===== config.mk =====
export PLATFORM = sky130hd
export DESIGN_NAME = seven_seg_scan_flat
export DESIGN_NICKNAME = d
export VERILOG_FILES = /design/src/rtl/seven_seg_scan_if.sv /design/src/rtl/seven_seg_scan.sv /design/src/flat_wrapper.sv
export SDC_FILE = /design/constraint.sdc
export NUM_CORES = 1
export LEC_CHECK = 0
export ABC_AREA = 0
export CAP_MARGIN = 30
export CORE_ASPECT_RATIO = 0.75
export CORE_MARGIN = 4
export CORE_UTILIZATION = 63
export DETAILED_ROUTE_END_ITERATION = 12
export DONT_BUFFER_PORTS = 1
export PLACE_DENSITY = 0.87
export SKIP_CTS_REPAIR_TIMING = 1
export SLEW_MARGIN = 5
export SYNTH_ARGS = -nofsm -noshare
export SYNTH_HDL_FRONTEND = slang
export SYNTH_SLANG_ARGS = --single-unit

===== constraint.sdc =====
create_clock -name CLK -period 2.6 [get_ports CLK]
set_input_delay 0.52 -clock CLK [delete_from_list [all_inputs] [get_ports CLK]]
set_output_delay 0.52 -clock CLK [all_outputs]
set_load 0.05 [all_outputs]

===== src/rtl/seven_seg_scan_if.sv =====
// Display-side bundle for seven_seg_scan: per-digit data/attributes in, segment/enable pins out.
// Latency: n/a (wiring only).
// Backpressure: none; load is a single-cycle strobe, outputs are free-running.
interface seven_seg_scan_if #(
  parameter int DIGITS = 4
);
  logic [4*DIGITS-1:0] value;
  logic [DIGITS-1:0]   dp;
  logic [DIGITS-1:0]   blank;
  logic [DIGITS-1:0]   blink;
  logic                load;
  logic [6:0]          seg;
  logic                seg_dp;
  logic [DIGITS-1:0]   dig_en;
  logic                frame_tick;

  // Host side: drives data and load, observes the pins.
  modport master (
    output value, dp, blank, blink, load,
    input  seg, seg_dp, dig_en, frame_tick
  );

  // Driver side: consumes data, drives the pins.
  modport slave (
    input  value, dp, blank, blink, load,
    output seg, seg_dp, dig_en, frame_tick
  );
endinterface


===== src/rtl/seven_seg_scan.sv =====
// Multiplexed seven-segment scanner with hex decode, dp/blank/blink and tear-free frame updates.
// Latency: all outputs registered; loaded data shows from 1 cycle up to one frame + DEAD cycles later.
// Backpressure: none; load is always accepted, last load in a frame wins.
module seven_seg_scan #(
  parameter int CLK_HZ         = 48_000_000,
  parameter int DIGITS         = 4,
  parameter int SCAN_HZ        = 1000,
  parameter int DEAD           = 2,
  parameter int BLINK_HZ       = 2,
  parameter bit SEG_ACTIVE_LOW = 1'b1,
  parameter bit EN_ACTIVE_LOW  = 1'b1
) (
  input  logic          CLK,
  input  logic          RST,
  seven_seg_scan_if.slave disp
);

  localparam int DWELL    = CLK_HZ / (SCAN_HZ * DIGITS);
  localparam int SW       = (DWELL > 1) ? $clog2(DWELL) : 1;
  localparam int IW       = (DIGITS > 1) ? $clog2(DIGITS) : 1;
  localparam int HALF_RAW = CLK_HZ / (2 * BLINK_HZ);
  localparam int HALF     = (HALF_RAW > 1) ? HALF_RAW : 1;
  localparam int BW       = (HALF > 1) ? $clog2(HALF) : 1;

  localparam logic [SW-1:0] DEAD_C     = SW'(DEAD);
  localparam logic [SW-1:0] LAST_SLOT  = SW'(DWELL - 1);
  localparam logic [IW-1:0] LAST_DIG   = IW'(DIGITS - 1);
  localparam logic [BW-1:0] LAST_BLINK = BW'(HALF - 1);

  // Inactive pin levels; XOR with these turns an active-high pattern into pin polarity.
  localparam logic [6:0]        SEG_OFF = {7{SEG_ACTIVE_LOW}};
  localparam logic              DP_OFF  = SEG_ACTIVE_LOW;
  localparam logic [DIGITS-1:0] EN_OFF  = {DIGITS{EN_ACTIVE_LOW}};

  if (DIGITS < 1 || DIGITS > 8) begin : g_bad_digits
    $error("seven_seg_scan: DIGITS must be 1..8");
  end
  if (DWELL < DEAD + 1) begin : g_bad_dwell
    $error("seven_seg_scan: slot too short for the dead time");
  end

  typedef struct packed {
    logic [4*DIGITS-1:0] value;
    logic [DIGITS-1:0]   dp;
    logic [DIGITS-1:0]   blank;
    logic [DIGITS-1:0]   blink;
  } disp_t;

  // Display stays dark until the first load.
  localparam disp_t DISP_RST = '{value: '0, dp: '0, blank: '1, blink: '0};

  typedef enum logic {ST_DARK, ST_ON} state_t;

  disp_t               in_data;
  disp_t               shadow;
  disp_t               active;
  logic                pending;

  logic [SW-1:0]       slot_cnt;
  logic [SW-1:0]       slot_nxt;
  logic [IW-1:0]       dig_idx;
  logic                slot_last;
  logic                frame_last;
  state_t              state;

  logic [BW-1:0]       blink_cnt;
  logic                blink_req;
  logic                blink_phase;

  logic [3:0]          cur_nib;
  logic                cur_dark;
  logic [6:0]          seg_on;
  logic                dp_on;
  logic [DIGITS-1:0]   en_on;

  logic [6:0]          seg_q;
  logic                seg_dp_q;
  logic [DIGITS-1:0]   dig_en_q;
  logic                frame_tick_q;

  function automatic logic [6:0] hex_font(input logic [3:0] n);
    case (n)
      4'h0:    hex_font = 7'h3F;
      4'h1:    hex_font = 7'h06;
      4'h2:    hex_font = 7'h5B;
      4'h3:    hex_font = 7'h4F;
      4'h4:    hex_font = 7'h66;
      4'h5:    hex_font = 7'h6D;
      4'h6:    hex_font = 7'h7D;
      4'h7:    hex_font = 7'h07;
      4'h8:    hex_font = 7'h7F;
      4'h9:    hex_font = 7'h6F;
      4'hA:    hex_font = 7'h77;
      4'hB:    hex_font = 7'h7C;
      4'hC:    hex_font = 7'h39;
      4'hD:    hex_font = 7'h5E;
      4'hE:    hex_font = 7'h79;
      default: hex_font = 7'h71;
    endcase
  endfunction

  assign in_data    = {disp.value, disp.dp, disp.blank, disp.blink};
  assign slot_last  = (slot_cnt == LAST_SLOT);
  assign frame_last = slot_last && (dig_idx == LAST_DIG);
  assign slot_nxt   = slot_last ? '0 : slot_cnt + SW'(1);

  // Pin patterns for the digit currently being scanned, already in output polarity.
  always_comb begin
    cur_nib  = active.value[{dig_idx, 2'b00} +: 4];
    cur_dark = active.blank[dig_idx] | (active.blink[dig_idx] & blink_phase);
    seg_on   = cur_dark ? SEG_OFF : (hex_font(cur_nib) ^ SEG_OFF);
    dp_on    = (active.dp[dig_idx] & ~cur_dark) ^ DP_OFF;
    en_on    = (DIGITS'(1) << dig_idx) ^ EN_OFF;
  end

  // Scan counters and the DARK/ON slot FSM; the state names the phase of the cycle being output.
  always_ff @(posedge CLK) begin
    if (RST) begin
      slot_cnt     <= '0;
      dig_idx      <= '0;
      state        <= (DEAD == 0) ? ST_ON : ST_DARK;
      seg_q        <= SEG_OFF;
      seg_dp_q     <= DP_OFF;
      dig_en_q     <= EN_OFF;
      frame_tick_q <= 1'b0;
    end else begin
      slot_cnt     <= slot_nxt;
      if (slot_last) begin
        dig_idx <= (dig_idx == LAST_DIG) ? '0 : dig_idx + IW'(1);
      end
      state        <= (slot_nxt < DEAD_C) ? ST_DARK : ST_ON;
      frame_tick_q <= frame_last;
      case (state)
        ST_ON: begin
          seg_q    <= seg_on;
          seg_dp_q <= dp_on;
          dig_en_q <= en_on;
        end
        default: begin
          seg_q    <= SEG_OFF;
          seg_dp_q <= DP_OFF;
          dig_en_q <= EN_OFF;
        end
      endcase
    end
  end

  // Input -> shadow -> active; active only changes on the last cycle of a frame.
  always_ff @(posedge CLK) begin
    if (RST) begin
      shadow  <= DISP_RST;
      active  <= DISP_RST;
      pending <= 1'b0;
    end else begin
      if (disp.load) begin
        shadow <= in_data;
      end
      if (frame_last) begin
        if (disp.load) begin
          active <= in_data;
        end else if (pending) begin
          active <= shadow;
        end
        pending <= 1'b0;
      end else if (disp.load) begin
        pending <= 1'b1;
      end
    end
  end

  // Free-running blink request, sampled into blink_phase only at frame boundaries.
  always_ff @(posedge CLK) begin
    if (RST) begin
      blink_cnt   <= '0;
      blink_req   <= 1'b0;
      blink_phase <= 1'b0;
    end else begin
      if (blink_cnt == LAST_BLINK) begin
        blink_cnt <= '0;
        blink_req <= ~blink_req;
      end else begin
        blink_cnt <= blink_cnt + BW'(1);
      end
      if (frame_last) begin
        blink_phase <= blink_req;
      end
    end
  end

  assign disp.seg        = seg_q;
  assign disp.seg_dp     = seg_dp_q;
  assign disp.dig_en     = dig_en_q;
  assign disp.frame_tick = frame_tick_q;

endmodule


===== src/flat_wrapper.sv =====
// flat-port wrapper written by rule: the top's interface ports become plain ports
module seven_seg_scan_flat 
#(
  parameter int CLK_HZ         = 48_000_000,
  parameter int DIGITS         = 4,
  parameter int SCAN_HZ        = 1000,
  parameter int DEAD           = 2,
  parameter int BLINK_HZ       = 2,
  parameter bit SEG_ACTIVE_LOW = 1'b1,
  parameter bit EN_ACTIVE_LOW  = 1'b1
)
  (CLK, RST, disp_value, disp_dp, disp_blank, disp_blink, disp_load, disp_seg, disp_seg_dp, disp_dig_en, disp_frame_tick);
  seven_seg_scan_if #(.DIGITS(DIGITS)) disp_i ();
  input  logic CLK;
  input  logic RST;
  input wire logic [$bits(disp_i.value)-1:0] disp_value;
  input wire logic [$bits(disp_i.dp)-1:0] disp_dp;
  input wire logic [$bits(disp_i.blank)-1:0] disp_blank;
  input wire logic [$bits(disp_i.blink)-1:0] disp_blink;
  input wire logic [$bits(disp_i.load)-1:0] disp_load;
  output wire logic [$bits(disp_i.seg)-1:0] disp_seg;
  output wire logic [$bits(disp_i.seg_dp)-1:0] disp_seg_dp;
  output wire logic [$bits(disp_i.dig_en)-1:0] disp_dig_en;
  output wire logic [$bits(disp_i.frame_tick)-1:0] disp_frame_tick;
  assign disp_i.value = disp_value;
  assign disp_i.dp = disp_dp;
  assign disp_i.blank = disp_blank;
  assign disp_i.blink = disp_blink;
  assign disp_i.load = disp_load;
  assign disp_seg = disp_i.seg;
  assign disp_seg_dp = disp_i.seg_dp;
  assign disp_dig_en = disp_i.dig_en;
  assign disp_frame_tick = disp_i.frame_tick;
  seven_seg_scan #(.CLK_HZ(CLK_HZ), .DIGITS(DIGITS), .SCAN_HZ(SCAN_HZ), .DEAD(DEAD), .BLINK_HZ(BLINK_HZ), .SEG_ACTIVE_LOW(SEG_ACTIVE_LOW), .EN_ACTIVE_LOW(EN_ACTIVE_LOW)) u_core (.CLK(CLK), .RST(RST), .disp(disp_i));
endmodule

==> impl_metrics.csv <==
group,metric,value,unit
yosys,synth_area_leaders,"dfxtp_1 (47%), nor2_1 (7.9%), mux2i_1 (6.1%)",
placed_design,dp.final_hpwl,6.30,mm
floorplanning,core,7360,um2
final_layout,areaGrowthSynthToFinish,13.7,%
yosys,synthDistinctLibCells,49,
yosys,synth_top_cell_by_area,"dfxtp_1",
timing,slew-limit-headroom,66.9,%
final_layout,fin_cells,604,
final_layout,mostFrequentLayoutCells,"dfxtp_1 (113), nor2_1 (101), mux2i_1 (29)",
timing,fin_setup_tns,0,ns
timing,finalSetupViolations,0,
final_layout,drive_gt1_share,14.1,%
clock_network,tritoncts,"yes",
floorplanning,die-area,9080,um2
timing,min_period,2.41,ns
yosys,ys_seq_area_share,47.2,%
placed_design,gp_congestion,0.780,
global_route,grt_max_degree,73,
global_route,grt.total_usage,23.0,%
final_layout,final_common_cell,"dfxtp_1",
routing,drc,0,
clock_network,ctsRootBufferMaster,"clkbuf_8",
pwr,p_per_area,770,nW/um2
routing,first_pass_iters,5,
yosys,ys_warn_count,0,
pwr,vdd_drop_max,0.567,mV
routing,wl_per_cell,16.1,um
worst_setup_path,critPathKind,"flop to flop",
floorplanning,num_rows,27,
placed_design,placedCellCount,572,
routing,ant_nets,0,
timing,fin_crit_sh,92.8,%
pwr,finalPower,4.20,mW
floorplanning,die_w,109,um
yosys,syn_area,4790,um2
clock_network,cts_buffers,17,
yosys,async_flop_share,0,%
final_layout,antenna_cells,0,
global_route,grt_pass1_wl,16.1,mm
placed_design,pre_cts_ws,0.226,ns
worst_hold_path,hold_class,"input pin to flop",
timing,setup_slack,0.187,ns
routing,drt_iter0_drc,205,
routing,drt_wl_total,9.72,mm
timing,finalHoldViolCount,0,
timing,grt_setup_unrepaired,"no",
routing,route.vias.total,3496,
clock_network,clk-insertion-delay-late,0.52,ns
worst_setup_path,cp-end-kind,"flop",
yosys,synth_edf_count,0,
yosys,synth_top_area_share,47.2,%
clock_network,clkTransAtPathRegs,0.06,ns
flow_run,maxCapViolations,0,
floorplanning,die_height,83.5,um
timing,tightest_slew,0.496,ns
clock_network,clock_path_buffers,2,
timing,fmax,414,MHz
clock_network,htreeDepth,4,
routing,via_per_inst,5.79,
clock_network,cts.sinks,113,
timing,slew_violations,0,
placed_design,io_buffer_count,0,
worst_setup_path,critPathMaxFanout,48,
global_route,grt_pass1_vias,3449,
yosys,netlist_instances,490,
floorplanning,initial_core_util,65.1,%
worst_setup_path,cp.arrival,2.85,ns
final_layout,fillers,503,
worst_setup_path,start_kind,"flop",
worst_setup_path,critPathRequiredTime,3.04,ns
global_route,antenna_found_initial,0,
yosys,syn_avg_cell_area,9.78,um2
run_status,outcome,"finished, final reports clean",
final_layout,final_nets,532,
timing,skew,0.00738,ns
yosys,synth_seq_cells,113,
global_route,globalRoute.totalOverflow,0,
floorplanning,io_pins,44,
yosys,synth_ff_type,"dfxtp_1",
pwr,cellLeakagePower,1.99,nW
yosys,synth_nets,532,
metal layers:
layer	up-vias	routed length (um)	track usage, %
met5	-	0	0
met1	1689	4460	29.3
li1	1711	-	-
met4	0	127	8.94
met2	86	4520	35.4
met3	10	614	8.28
kinds of logic (layout without fill, tap and decap cells):
logic type               count (synthesis)  count (layout)  share of synthesized area [%]
XOR/XNOR                                35              35                           6.40
flip-flops                             113             113                           47.2
AND/OR/NAND/NOR                        192             192                           19.3
multiplexers                            36              36                           9.11
AO/OA/AOI/OAI                           59              59                           11.0
buffers and inverters                   44              57                           4.05
adder cells (fa/ha/maj)                 11              11                           2.87
cells in the mapped netlist, drive strengths merged (2+ instances only):
cell	count
mux2i	29
nor4	6
and3	5
a211oi	30
o221ai	4
a211o	4
nand2	19
nand4	12
nor4b	2
nor3b	2
nand3b	2
or2	2
nor2	101
inv	18
nand3	14
and4	2
o21ai	6
nor2b	2
a21oi	8
clkbuf	15
ha	11
nand2b	9
xnor2	18
xor2	17
or4	5
buf	11
dfxtp	113
mux4	6
nor3	5
power by group:
group / internal [mW] / switching [mW] / total, mW
clock network: 1.50 / 0.787 / 2.29
logic: 0.0480 / 0.0611 / 0.109
registers: 1.77 / 0.0252 / 1.80
total: 3.32 / 0.873 / 4.20
through the flow:
stage | area (um2) | util [%] | hold slack, ns
after floorplan | 4790 | - | 0.430
after CTS | 5450 | 74.0 | 0.0520
after detailed placement | 4860 | 66.0 | 0.467
after global placement | 4860 | 66.0 | 0.442
after global routing | 5450 | 74.0 | 0.0371
final | 5450 | 74.0 | 0.0628
sequential cells by signal, indices dropped and copies added (netlist names):
| name | flops |
|---|---|
| u_core.disp.frame_tick | 1 |
| u_core.disp.dig_en | 4 |
| u_core.shadow | 28 |
| u_core.dig_idx | 2 |
| u_core.active | 28 |
| u_core.pending | 1 |
| u_core.state | 1 |
| u_core.disp.seg_dp | 1 |
| u_core.blink_cnt | 24 |
| u_core.blink_req | 1 |
| u_core.slot_cnt | 14 |
| u_core.blink_phase | 1 |
| u_core.disp.seg | 7 |
critical path: stages (launching register included):
cell	delay [ns]
dfxtp_1	0.40
ha_1	0.30
nand4_2	0.21
or4_4	0.58
nor3b_4	0.23
buf_12	0.28
nor2_1	0.10
a211oi_2	0.21
layout make-up:
| type | count | area [um2] | area share (%) |
|---|---|---|---|
| multi-input cells | 333 | 2340 | 43.0 |
| flip-flops and latches | 113 | 2260 | 41.5 |
| clock buffers | 22 | 453 | 8.31 |
| clock inverters | 10 | 134 | 2.46 |
| well taps | 101 | 126 | 2.32 |
| inverters | 18 | 67.6 | 1.24 |
| repair buffers | 7 | 65.1 | 1.19 |
final timing paths:
path | slack (ns) | from | to | cells after the start
setup / recovery | 0.19 | u_core.slot_cnt[0] | u_core.active[16] | 7
hold / removal | 0.06 | RST | u_core.active[8] | 1
setup reg to reg | 0.19 | u_core.slot_cnt[0] | u_core.active[16] | 7
hold reg to reg | 0.47 | u_core.blink_cnt[0] | u_core.blink_cnt[0] | 1
(Power assumes the default switching activity.)
